### src/rtl/jtcps15_mbox_pkg.sv
// Shared definitions for the QSound Z80-to-DSP16 command mailbox:
// handshake states, status byte layout and configuration legality.
package jtcps15_mbox_pkg;

  typedef enum logic [1:0] {
    ST_IDLE = 2'd0,
    ST_ADDR = 2'd1,
    ST_DATA = 2'd2,
    ST_ACKW = 2'd3
  } mbox_state_t;

  // Status byte layout as seen by the Z80: {busy, full, empty, ovf, level[3:0]}
  localparam int STAT_BUSY  = 7;
  localparam int STAT_FULL  = 6;
  localparam int STAT_EMPTY = 5;
  localparam int STAT_OVF   = 4;
  localparam int LVL_W      = 4;

  // Legal configurations: DW a whole number of bytes in 8..32, AW 1..8,
  // DEPTH a power of two in 2..8 so the occupancy fits the level field.
  function automatic bit cfg_ok(input int dw, input int aw, input int depth);
    return (dw % 8 == 0) && (dw >= 8) && (dw <= 32) &&
           (aw >= 1) && (aw <= 8) &&
           (depth >= 2) && (depth <= 8) && ((depth & (depth - 1)) == 0);
  endfunction

endpackage

### src/rtl/jtcps15_mbox_fifo.sv
// Synchronous command FIFO; the head entry is readable combinationally
// whenever the queue is non-empty.
module jtcps15_mbox_fifo
  import jtcps15_mbox_pkg::*;
#(
  parameter int W     = 24,
  parameter int DEPTH = 4
) (
  input  logic             clk,
  input  logic             rst,
  input  logic             flush,
  input  logic             push,
  input  logic             pop,
  input  logic [W-1:0]     din,
  output logic [W-1:0]     head,
  output logic [LVL_W-1:0] level,
  output logic             full,
  output logic             empty
);

  localparam int PW = $clog2(DEPTH);

  logic [W-1:0]     mem [DEPTH];
  logic [PW-1:0]    wr_ptr;
  logic [PW-1:0]    rd_ptr;
  logic [LVL_W-1:0] count;
  logic             do_push;
  logic             do_pop;

  assign full    = (count == LVL_W'(DEPTH));
  assign empty   = (count == '0);
  assign do_pop  = pop && !empty && !flush;
  // A full queue still accepts a push when an entry leaves in the same cycle.
  assign do_push = push && !flush && (!full || do_pop);
  assign head    = mem[rd_ptr];
  assign level   = count;

  // Pointer and occupancy bookkeeping; flush behaves like a soft reset here.
  always_ff @(posedge clk) begin
    // NOTE: sequential state uses <= so every flop samples pre-edge values.
    if (rst || flush) begin
      wr_ptr <= '0;
      rd_ptr <= '0;
      count  <= '0;
    end else begin
      if (do_push) wr_ptr <= wr_ptr + PW'(1);
      if (do_pop)  rd_ptr <= rd_ptr + PW'(1);
      count <= count + LVL_W'(do_push) - LVL_W'(do_pop);
    end
  end

  // Entry storage.
  always_ff @(posedge clk) begin
    // NOTE: storage has no reset; only the pointers decide what is valid.
    if (do_push) mem[wr_ptr] <= din;
  end

endmodule

### src/rtl/jtcps15_dsp_mailbox.sv
// Queued Z80-to-DSP16 command mailbox: byte staging, commit into a FIFO,
// IRQ plus two parallel-input reads (address word, then data word) per command.
module jtcps15_dsp_mailbox
  import jtcps15_mbox_pkg::*;
#(
  parameter int DW    = 16,
  parameter int AW    = 8,
  parameter int DEPTH = 4
) (
  input  logic          clk,
  input  logic          rst,
  input  logic          flush,
  input  logic          cpu_we,
  input  logic [2:0]    cpu_addr,
  input  logic [7:0]    cpu_din,
  input  logic          cpu_rd,
  output logic [7:0]    cpu_status,
  input  logic          dsp_pids_n,
  input  logic          dsp_iack,
  output logic          dsp_irq,
  output logic [DW-1:0] dsp_pbus_in
);

  localparam int         NB     = DW / 8;
  localparam int         EW     = AW + DW;
  localparam logic [2:0] NB_IDX = 3'(NB);

  if (!cfg_ok(DW, AW, DEPTH)) begin : g_bad_cfg
    $error("jtcps15_dsp_mailbox: unsupported DW/AW/DEPTH combination");
  end

  mbox_state_t      state;
  logic [DW-1:0]    stage;
  logic [AW-1:0]    cur_addr;
  logic [DW-1:0]    cur_data;
  logic             pids_q;
  logic             pids_qq;
  logic             pids_rise;
  logic             commit;
  logic             pop;
  logic             overflow;
  logic             ovf;
  logic [EW-1:0]    head;
  logic [LVL_W-1:0] level;
  logic             full;
  logic             empty;
  logic [7:0]       status_next;

  function automatic logic [DW-1:0] zext(input logic [AW-1:0] a);
    logic [DW-1:0] r;
    r = '0;
    r[AW-1:0] = a;
    return r;
  endfunction

  assign commit    = cpu_we && (cpu_addr == NB_IDX) && !flush;
  assign pop       = (state == ST_IDLE) && !empty && !dsp_iack && !flush;
  assign overflow  = commit && full && !pop;
  assign pids_rise = pids_q && !pids_qq;

  jtcps15_mbox_fifo #(.W(EW), .DEPTH(DEPTH)) u_fifo (
    .clk   (clk),
    .rst   (rst),
    .flush (flush),
    .push  (commit),
    .pop   (pop),
    .din   ({cpu_din[AW-1:0], stage}),
    .head  (head),
    .level (level),
    .full  (full),
    .empty (empty)
  );

  // Data staging bytes, lane 0 is the most significant; commits never clear it.
  always_ff @(posedge clk) begin
    if (rst) begin
      stage <= '0;
    end else if (cpu_we) begin
      for (int i = 0; i < NB; i++)
        if (cpu_addr == 3'(i)) stage[DW-8-8*i +: 8] <= cpu_din;
    end
  end

  // Two-stage copy of the DSP strobe so a rise is seen one cycle after capture.
  always_ff @(posedge clk) begin
    if (rst) begin
      pids_q  <= 1'b1;
      pids_qq <= 1'b1;
    end else begin
      pids_q  <= dsp_pids_n;
      pids_qq <= pids_q;
    end
  end

  // Delivery handshake: launch with IRQ, step on each strobe rise, wait for IACK low.
  always_ff @(posedge clk) begin
    if (rst) begin
      state       <= ST_IDLE;
      dsp_irq     <= 1'b0;
      dsp_pbus_in <= '0;
      cur_addr    <= '0;
      cur_data    <= '0;
    end else if (flush) begin
      state       <= ST_IDLE;
      dsp_irq     <= 1'b0;
      dsp_pbus_in <= zext(cur_addr);
    end else begin
      unique case (state)
        ST_IDLE: if (pop) begin
          cur_addr    <= head[EW-1:DW];
          cur_data    <= head[DW-1:0];
          dsp_irq     <= 1'b1;
          dsp_pbus_in <= zext(head[EW-1:DW]);
          state       <= ST_ADDR;
        end
        ST_ADDR: if (pids_rise) begin
          dsp_irq     <= 1'b0;
          dsp_pbus_in <= cur_data;
          state       <= ST_DATA;
        end
        ST_DATA: if (pids_rise) state <= ST_ACKW;
        ST_ACKW: if (!dsp_iack) state <= ST_IDLE;
        default: state <= ST_IDLE;
      endcase
    end
  end

  // Sticky overflow flag; a new overflow wins over a simultaneous status read.
  always_ff @(posedge clk) begin
    if (rst)           ovf <= 1'b0;
    else if (overflow) ovf <= 1'b1;
    else if (cpu_rd)   ovf <= 1'b0;
  end

  // Status byte assembled from the current internal state.
  always_comb begin
    // NOTE: default every bit first so no path leaves the byte unassigned (no latch).
    status_next             = '0;
    status_next[STAT_BUSY]  = (state != ST_IDLE) || !empty;
    status_next[STAT_FULL]  = full;
    status_next[STAT_EMPTY] = empty;
    status_next[STAT_OVF]   = ovf;
    status_next[LVL_W-1:0]  = level;
  end

  // Registered status, one cycle behind the internal state.
  always_ff @(posedge clk) begin
    if (rst) cpu_status <= 8'h20;
    else     cpu_status <= status_next;
  end

endmodule
### config.mk
export PLATFORM = sky130hd
export DESIGN_NAME = jtcps15_dsp_mailbox
export DESIGN_NICKNAME = d
export VERILOG_FILES = /design/src/rtl/jtcps15_mbox_pkg.sv /design/src/rtl/jtcps15_mbox_fifo.sv /design/src/rtl/jtcps15_dsp_mailbox.sv
export SDC_FILE = /design/constraint.sdc
export NUM_CORES = 1
export LEC_CHECK = 0
export CAP_MARGIN = 5
export CORE_MARGIN = 4
export CORE_UTILIZATION = 50
export CTS_CLUSTER_DIAMETER = 150
export CTS_CLUSTER_SIZE = 10
export DETAILED_ROUTE_END_ITERATION = 7
export PLACE_DENSITY = 0.68
export SLEW_MARGIN = 10
export SYNTH_ARGS = -nofsm -noshare
export SYNTH_HDL_FRONTEND = slang
export SYNTH_SLANG_ARGS = --single-unit
### constraint.sdc
create_clock -name clk -period 2.7 [get_ports clk]
set_input_delay 0.54 -clock clk [delete_from_list [all_inputs] [get_ports clk]]
set_output_delay 0.54 -clock clk [all_outputs]
set_load 0.1 [all_outputs]
==> impl_results.md, run 1 <==
- Setup-failing EPs final: 0
- Tot GR Track Use: 17.7%
- Slowest Stage Delay on Critical Path: 520 ps
- CTS Buf Count: 17
- DIE WIDTH: 124 um
- Max Cap Viol: 0
- Final Skew: 5.52 ps
- Setup bufs post-CTS: 0
- Synth warnings: 0
- Clock slew at reported path FFs: 60 ps
- Num ports: 43
- Avg WL per Cell: 17.9 um
- Mapped Avg Cell Area: 13.9 um^2
- Tightest Pin Transition: 599 ps
- Sequential cell area: 4480 um^2
- Clock Latency Late Sink: 420 ps
- GRT Residual Overflow: 0
- Critical Path Start Type: flop
- Placed cell count: 707
- Post-synth ARST share: 0%
- Number of fill cells: 1039
- Layout Utilization: 60.8%
- HPWL after detailed placement: 8390 um
- Kind of critical path: flop to flop
- Max Freq: 408 MHz
- Post-Syn Instances: 486
- Antenna violations before repair: 0
- Yosys reg bits: 176
- Initial Util: 51.0%
- Maximum vdd ir drop: 0.712 mV
- Post-CTS Resized: 0
- Synth Cell Area: 6760 um^2
- Row count: 42
- ANT nets after route: 0
- Relative slew margins: 60.0%
- Worst path slowest cell: or3b_2
- Full die area: 15400 um^2
- Type of the tightest min-delay check: flop to flop
- Final period util: 90.8%
- Lkg Pwr: 2.90 nW
- Area grow syn2layout: 19.2%
- # nets final: 584
- CTS max path bufs: 2
- Core area: 13200 um^2
- Syn Nets: 520
- Critical Path End Type: flop
- Port buffer count: 42
- Routed wire length: 13200 um
- Top cells by area, synth: edfxtp_1 (43%), dfxtp_1 (24%), mux4_1 (4.7%)
- Multi-input gate area: 2080 um^2
- Pre-antenna DRT Iters: 5
- Antenna diodes: 0
- Reg2reg setup slack: 250 ps
- Share of layout cells above drive strength 1: 19.2%
- WP buf/inv: 4
- Most used cell, CP: ha_1
- Final Hold Fails: 0
- Clock sink count: 176
- Initial DRC Count: 265
- CP delay by family, top: simple AND/OR/NAND/NOR gates
- Post-synth top area share: 42.7%
- CP max FO: 5
- Final std cells w/o fill: 738
- Crit path time final: 2450 ps
- Root Driver: clkbuf_16
- CTS tree: done
- RSZ-0062 raised after global routing: false
- Largest area contributor in the netlist: edfxtp_1
- Via-to-Cell Ratio: 5.33
- Yosys cell types: 43
- Pwr/cell area: 678 nW/um^2
- Total number of vias: 3937
- First-pass GRT wire length: 21200 um
- H-tree depth: 4
- Hold_buf cts: 0
- Critical path arrival: 2760 ps
- Critical path required time: 3010 ps
- CP Cell Sequence: inv_1 -> ha_1 -> or3b_2 -> nand2_2 -> inv_2 -> ha_1 -> inv_1 -> ha_1 -> buf_4 -> a21o_1 -> a21oi_1 -> xnor2_1 -> nor2_1
- Vias in the first global route: 3919
- DIE HEIGHT: 124 um
- Pins Over Slew Limit: 0
- Most numerous cell in the Yosys netlist: edfxtp_1
- Post-synth EDFFs: 96
- Gpl congestion: 0.803
- Status: complete, no violations
- Register area share after synthesis: 66.3%
- Pin count of the biggest net entering global routing: 36
- Synth Flop Type: edfxtp_1
- Most frequent cells after synthesis: edfxtp_1 (96), dfxtp_1 (80), nand2_1 (71), a21oi_1 (45), nor2_1 (21)
- DRC viols: 0
report_power, final:
| group | switching [W] | internal [W] |
|---|---|---|
| Combinational | 0.000126 | 0.0000694 |
| Sequential | 0.0000140 | 0.00283 |
| Clock | 0.000955 | 0.00147 |
| Total | 0.00109 | 0.00437 |
kinds of logic (layout without fill, tap and decap cells):
family / count (synthesis) / count (layout) / synth area share, %
adder cells (fa/ha/maj): 16 / 16 / 3.07
buffers and inverters: 44 / 120 / 2.92
flip-flops: 176 / 176 / 66.3
AND/OR/NAND/NOR: 131 / 131 / 9.00
XOR/XNOR: 4 / 4 / 0.518
multiplexers: 42 / 42 / 11.4
AO/OA/AOI/OAI: 73 / 73 / 6.70
worst paths after layout:
check                        startpoint                          to  depth (start not counted)
min            cur_data[4]$_SDFFE_PP0P_    cur_data[4]$_SDFFE_PP0P_                          2
max          u_fifo.level[2]$_SDFF_PP0_  u_fifo.level[3]$_SDFF_PP0_                         13
max reg2reg  u_fifo.level[2]$_SDFF_PP0_  u_fifo.level[3]$_SDFF_PP0_                         13
min reg2reg    cur_data[4]$_SDFFE_PP0P_    cur_data[4]$_SDFFE_PP0P_                          2
cells in the final DEF, fill, tap and decap left out, types with 3 or more instances in the layout:
| master | synthesis | routed |
|---|---|---|
| dfxtp_1 | 80 | 80 |
| clkdlybuf4s50_1 | 0 | 16 |
| clkbuf_16 | 0 | 17 |
| buf_4 | 0 | 48 |
| and3_1 | 5 | 5 |
| mux4_2 | 12 | 12 |
| o21ai_0 | 5 | 5 |
| or3_1 | 7 | 7 |
| mux4_1 | 12 | 12 |
| nand2b_1 | 5 | 5 |
| mux2i_1 | 12 | 12 |
| ha_1 | 15 | 15 |
| nand2_1 | 71 | 70 |
| inv_1 | 19 | 19 |
| nand3_1 | 4 | 4 |
| clkbuf_1 | 14 | 3 |
| edfxtp_1 | 96 | 96 |
| o32ai_1 | 3 | 3 |
| a22o_1 | 8 | 8 |
| buf_12 | 1 | 4 |
| nor2_1 | 21 | 21 |
| a21oi_1 | 45 | 45 |
| or3b_2 | 3 | 3 |
| mux2_2 | 6 | 6 |
| o211a_1 | 6 | 6 |
| bufinv_16 | 0 | 3 |
registers in the layout (all words and copies together), names as in the netlist, 2 cells and up, named ones only:
signal         count
cpu_status         8
cur_addr           8
cur_data          16
dsp_pbus_in       16
stage             16
state              2
u_fifo.level       4
u_fifo.mem        96
u_fifo.rd_ptr      2
u_fifo.wr_ptr      2
per-stage QoR:
step           hold WS (ps)  setup TNS, ps  area [um^2]  worst slack (ps)  power (W)
6_report                454              0         8060               248    0.00547
5_1_grt                 471              0         8060              87.2    0.00563
4_1_cts                 455              0         8060               243    0.00550
3_5_place_dp            427           -598         7470              -113    0.00310
3_3_place_gp            424           -421         7470             -99.7    0.00309
2_1_floorplan           409              0         6770              21.6    0.00301
metal layers:
| metal | GRT usage (%) | up-vias | wire length (um) |
|---|---|---|---|
| met5 | 0 | - | 0 |
| met4 | 6.06 | 0 | 213 |
| met3 | 4.80 | 20 | 568 |
| met2 | 28.7 | 86 | 6470 |
| met1 | 23.1 | 1932 | 5940 |
| li1 | - | 1899 | - |
final cells by class:
type / instances / share of cell area [%]
Sequential cell: 176 / 55.7
Multi-Input combinational cell: 266 / 25.9
Timing Repair Buffer: 69 / 7.52
Clock buffer: 21 / 5.59
Tap cell: 176 / 2.73
Clock inverter: 10 / 1.69
Inverter: 20 / 0.932
worst min-delay path, delay by kind of cell, from the launching register on:
| kind | cells | cell delay [ps] |
|---|---|---|
| AND/OR/NAND/NOR | 1 | 50 |
| AO/OA/AOI/OAI | 1 | 50 |
| flip-flops | 1 | 310 |
Note: power is estimated with default switching activity, not from simulation.
==> run 2: changes to the inputs <==
--- a/config.mk
+++ b/config.mk
@@ -7,10 +7,12 @@
 export LEC_CHECK = 0
 export CAP_MARGIN = 5
+export CELL_PAD_IN_SITES_DETAIL_PLACEMENT = 1
+export CELL_PAD_IN_SITES_GLOBAL_PLACEMENT = 2
 export CORE_MARGIN = 4
-export CORE_UTILIZATION = 50
+export CORE_UTILIZATION = 38
 export CTS_CLUSTER_DIAMETER = 150
 export CTS_CLUSTER_SIZE = 10
 export DETAILED_ROUTE_END_ITERATION = 7
-export PLACE_DENSITY = 0.68
+export PLACE_DENSITY = 0.71
 export SLEW_MARGIN = 10
 export SYNTH_ARGS = -nofsm -noshare
==> constraint.sdc (replaced) <==
create_clock -name clk -period 2.7 [get_ports clk]
set_input_delay 0.54 -clock clk [delete_from_list [all_inputs] [get_ports clk]]
set_output_delay 0.54 -clock clk [all_outputs]
set_load 0.005 [all_outputs]
==> run 2 against run 1 <==
Against the previous run:
- worst setup slack worse by 82 ps
- utilization shrank 13 points
- power increased by 2.3%
- hold slack hardly changed
- wire length up 13%
- die area grew 29%
- final cell count grew 6.8%
- clock skew grew 5.0 ps
- sequential share of layout area down 1.2 points
- via count up 0.84%
- first-iteration DRC count fell by 37%
==> impl_results.md, run 2 (synthesis gave the netlist of run 1 again) <==
- Avg WL per Cell: 19.0 um (+6.1%)
- Kind of critical path: flop to flop
- Pwr/cell area: 679 nW/um^2 (+0.11%)
- CP Cell Sequence: inv_1 -> ha_1 -> or3b_2 -> nand2_2 -> inv_2 -> ha_1 -> inv_1 -> ha_1 -> buf_4 -> a21o_1 -> a21oi_1 -> xnor2_1 -> nor2_1
- Power Total: 0.00559 W (+2.3%)
- Worst path slowest cell: or3b_2
- RSZ-0062 raised after global routing: false
- # nets final: 584 (unchanged)
- Sequential cell area: 4480 um^2 (unchanged)
- Row count: 48 (+14%)
- Combinational share of power: 2.8% (-0.8 points)
- Sequential power share: 50.9% (-1.1 points)
- CTS tree: done
- DIE HEIGHT: 141 um (+14%)
- Most frequent cells in the layout: edfxtp_1 (96), dfxtp_1 (80), nand2_1 (70), a21oi_1 (45), clkdlybuf4s50_1 (41)
- Port buffer count: 42 (unchanged)
- Reg2reg path depth: 13 (unchanged)
- Critical path launch point: u_fifo.level[2]$_SDFF_PP0_
- Placed cell count: 756 (+6.9%)
- Post-CTS Resized: 0 (unchanged)
- GRT Residual Overflow: 0 (unchanged)
- Worst reg2reg path startpoint: u_fifo.level[2]$_SDFF_PP0_
- Type of the tightest min-delay check: flop to flop
- Final period util: 93.9% (+3.0 points)
- Max Cap Viol: 0 (unchanged)
- Hold_buf cts: 0 (unchanged)
- Layout Utilization: 47.4% (-13 points)
- Critical Path End Type: flop
- Core area: 17400 um^2 (+31%)
- Pre-antenna DRT Iters: 4 (-1)
- Setup bufs post-CTS: 0 (unchanged)
- Clock Power Share: 46.3% (+1.9 points)
- Root Driver: clkbuf_16
- Net Switching: 0.00120 W (+9.5%)
- Largest register FFs: 96 (unchanged)
- Max Freq: 395 MHz (-3.2%)
- Number of fill cells: 1725 (+66%)
- Tot GR Track Use: 16.0% (-1.6 points)
- Hold Path Origin: cur_addr[6]$_SDFFE_PP0P_
- Post-DP Area: 7610 um^2 (+1.8%)
- Critical Path Start Type: flop
- Routed wire length: 15000 um (+13%)
- H-tree depth: 4 (unchanged)
- Tightest Pin Transition: 682 ps (+83.6 ps)
- Crit path time final: 2530 ps (+81.8 ps)
- Full die area: 20000 um^2 (+29%)
- Worst hold path depth: 2 (unchanged)
- CP max FO: 5 (unchanged)
- Vias in the first global route: 4305 (+9.8%)
- Clock slew at reported path FFs: 70 ps (about the same)
- Relative slew margins: 54.5% (-5.5 points)
- Int Power: 0.00439 W (+0.46%)
- Share of layout cells above drive strength 1: 15.6% (-3.6 points)
- DIE WIDTH: 141 um (+14%)
- Via-to-Cell Ratio: 5.04 (-5.6%)
- Initial DRC Count: 166 (-37%)
- Most used cell, CP: ha_1
- Setup-failing EPs final: 0 (unchanged)
- Initial Util: 38.9% (-12 points)
- Num ports: 43 (unchanged)
- First-pass GRT wire length: 24300 um (+15%)
- Pin count of the biggest net entering global routing: 60 (+67%)
- Critical path required time: 3020 ps (about the same)
- Final Hold Fails: 0 (unchanged)
- Antenna diodes: 0 (unchanged)
- Pins Over Slew Limit: 0 (unchanged)
- Min Hold Slack: 454 ps (+0.313 ps)
- CTS Buf Count: 17 (unchanged)
- Post-route cell area: 8230 um^2 (+2.2%)
- Area grow syn2layout: 21.8%
- DRC viols: 0 (unchanged)
- Lkg Pwr: 2.87 nW (-0.96%)
- Final std cells w/o fill: 788 (+6.8%)
- Antenna violations before repair: 0 (unchanged)
- Critical path arrival: 2850 ps (+90 ps)
- Sw Share: 21.4% (+1.4 points)
- Slowest Stage Delay on Critical Path: 530 ps (about the same)
- Gpl congestion: 0.780 (-2.9%)
- CTS max path bufs: 2 (unchanged)
- ANT nets after route: 0 (unchanged)
- HPWL after detailed placement: 9590 um (+14%)
- Final Skew: 10.5 ps (+5.00 ps)
- Clock Latency Late Sink: 430 ps (about the same)
- Status: complete, no violations
- Maximum vdd ir drop: 0.420 mV (-41%)
- Clock sink count: 176 (unchanged)
- Multi-input gate area: 2080 um^2 (unchanged)
- Total number of vias: 3970 (+0.84%)
- Commonest non-fill, non-tap cell in the layout: edfxtp_1
- Top reg by flops: u_fifo.mem
-- run 2: cell type report --
cell class	count	area share (%)
inverter	20	0.912
tap	225	3.42
timing repair buffer	69	8.27
sequential	176	54.5
clock inverter	15	2.42
multi-input combinational	266	25.3
clock buffer	17	5.17
-- run 2: critical path, delay by kind of cell, from the launching register on --
family | cells | cell delay (ps)
buffers and inverters | 4 | 310
and+or+nand+nor | 3 | 680
adders and majority gates | 3 | 650
DFF | 1 | 320
xor gates and xnor gates | 1 | 150
AOI/OAI and AO/OA | 2 | 320
-- run 2: per-layer routing --
metal	routed length, um	track usage [%]
met1	6980	21.1
met2	7260	26.2
met3	494	3.51
met4	217	5.81
met5	0	0
-- run 2: final timing paths --
kind	slack, ps	endpoint
hold reg to reg	450	cur_addr[6]$_SDFFE_PP0P_
setup reg to reg	170	u_fifo.level[3]$_SDFF_PP0_
hold / removal	450	cur_addr[6]$_SDFFE_PP0P_
setup / recovery	170	u_fifo.level[3]$_SDFF_PP0_
-- run 2: power by group through the flow --
| stage | Sequential, W | Clock [W] | Combinational, W |
|---|---|---|---|
| 3_5_place_dp | 0.00290 | 0 | 0.000159 |
| 2_1_floorplan | 0.00290 | 0 | 0.0000693 |
| 5_1_grt | 0.00284 | 0.00278 | 0.000172 |
| 3_3_place_gp | 0.00290 | 0 | 0.000156 |
| 6_report | 0.00284 | 0.00259 | 0.000157 |
| 4_1_cts | 0.00284 | 0.00265 | 0.000160 |
-- run 2: stage by stage --
stage	setup TNS (ps)	setup slack, ps
final	0	166
after global routing	0	8.12
after CTS	0	142
after detailed placement	-1150	-160
after global placement	-229	-147
after floorplan	0	21.6
==> run 3: changes to the inputs <==
Settings changed: GPL_ROUTABILITY_DRIVEN set to 0, SKIP_CTS_REPAIR_TIMING set to 1.
==> results of run 3 <==
The final DEF is identical to that of run 2; final timing and power are the same.
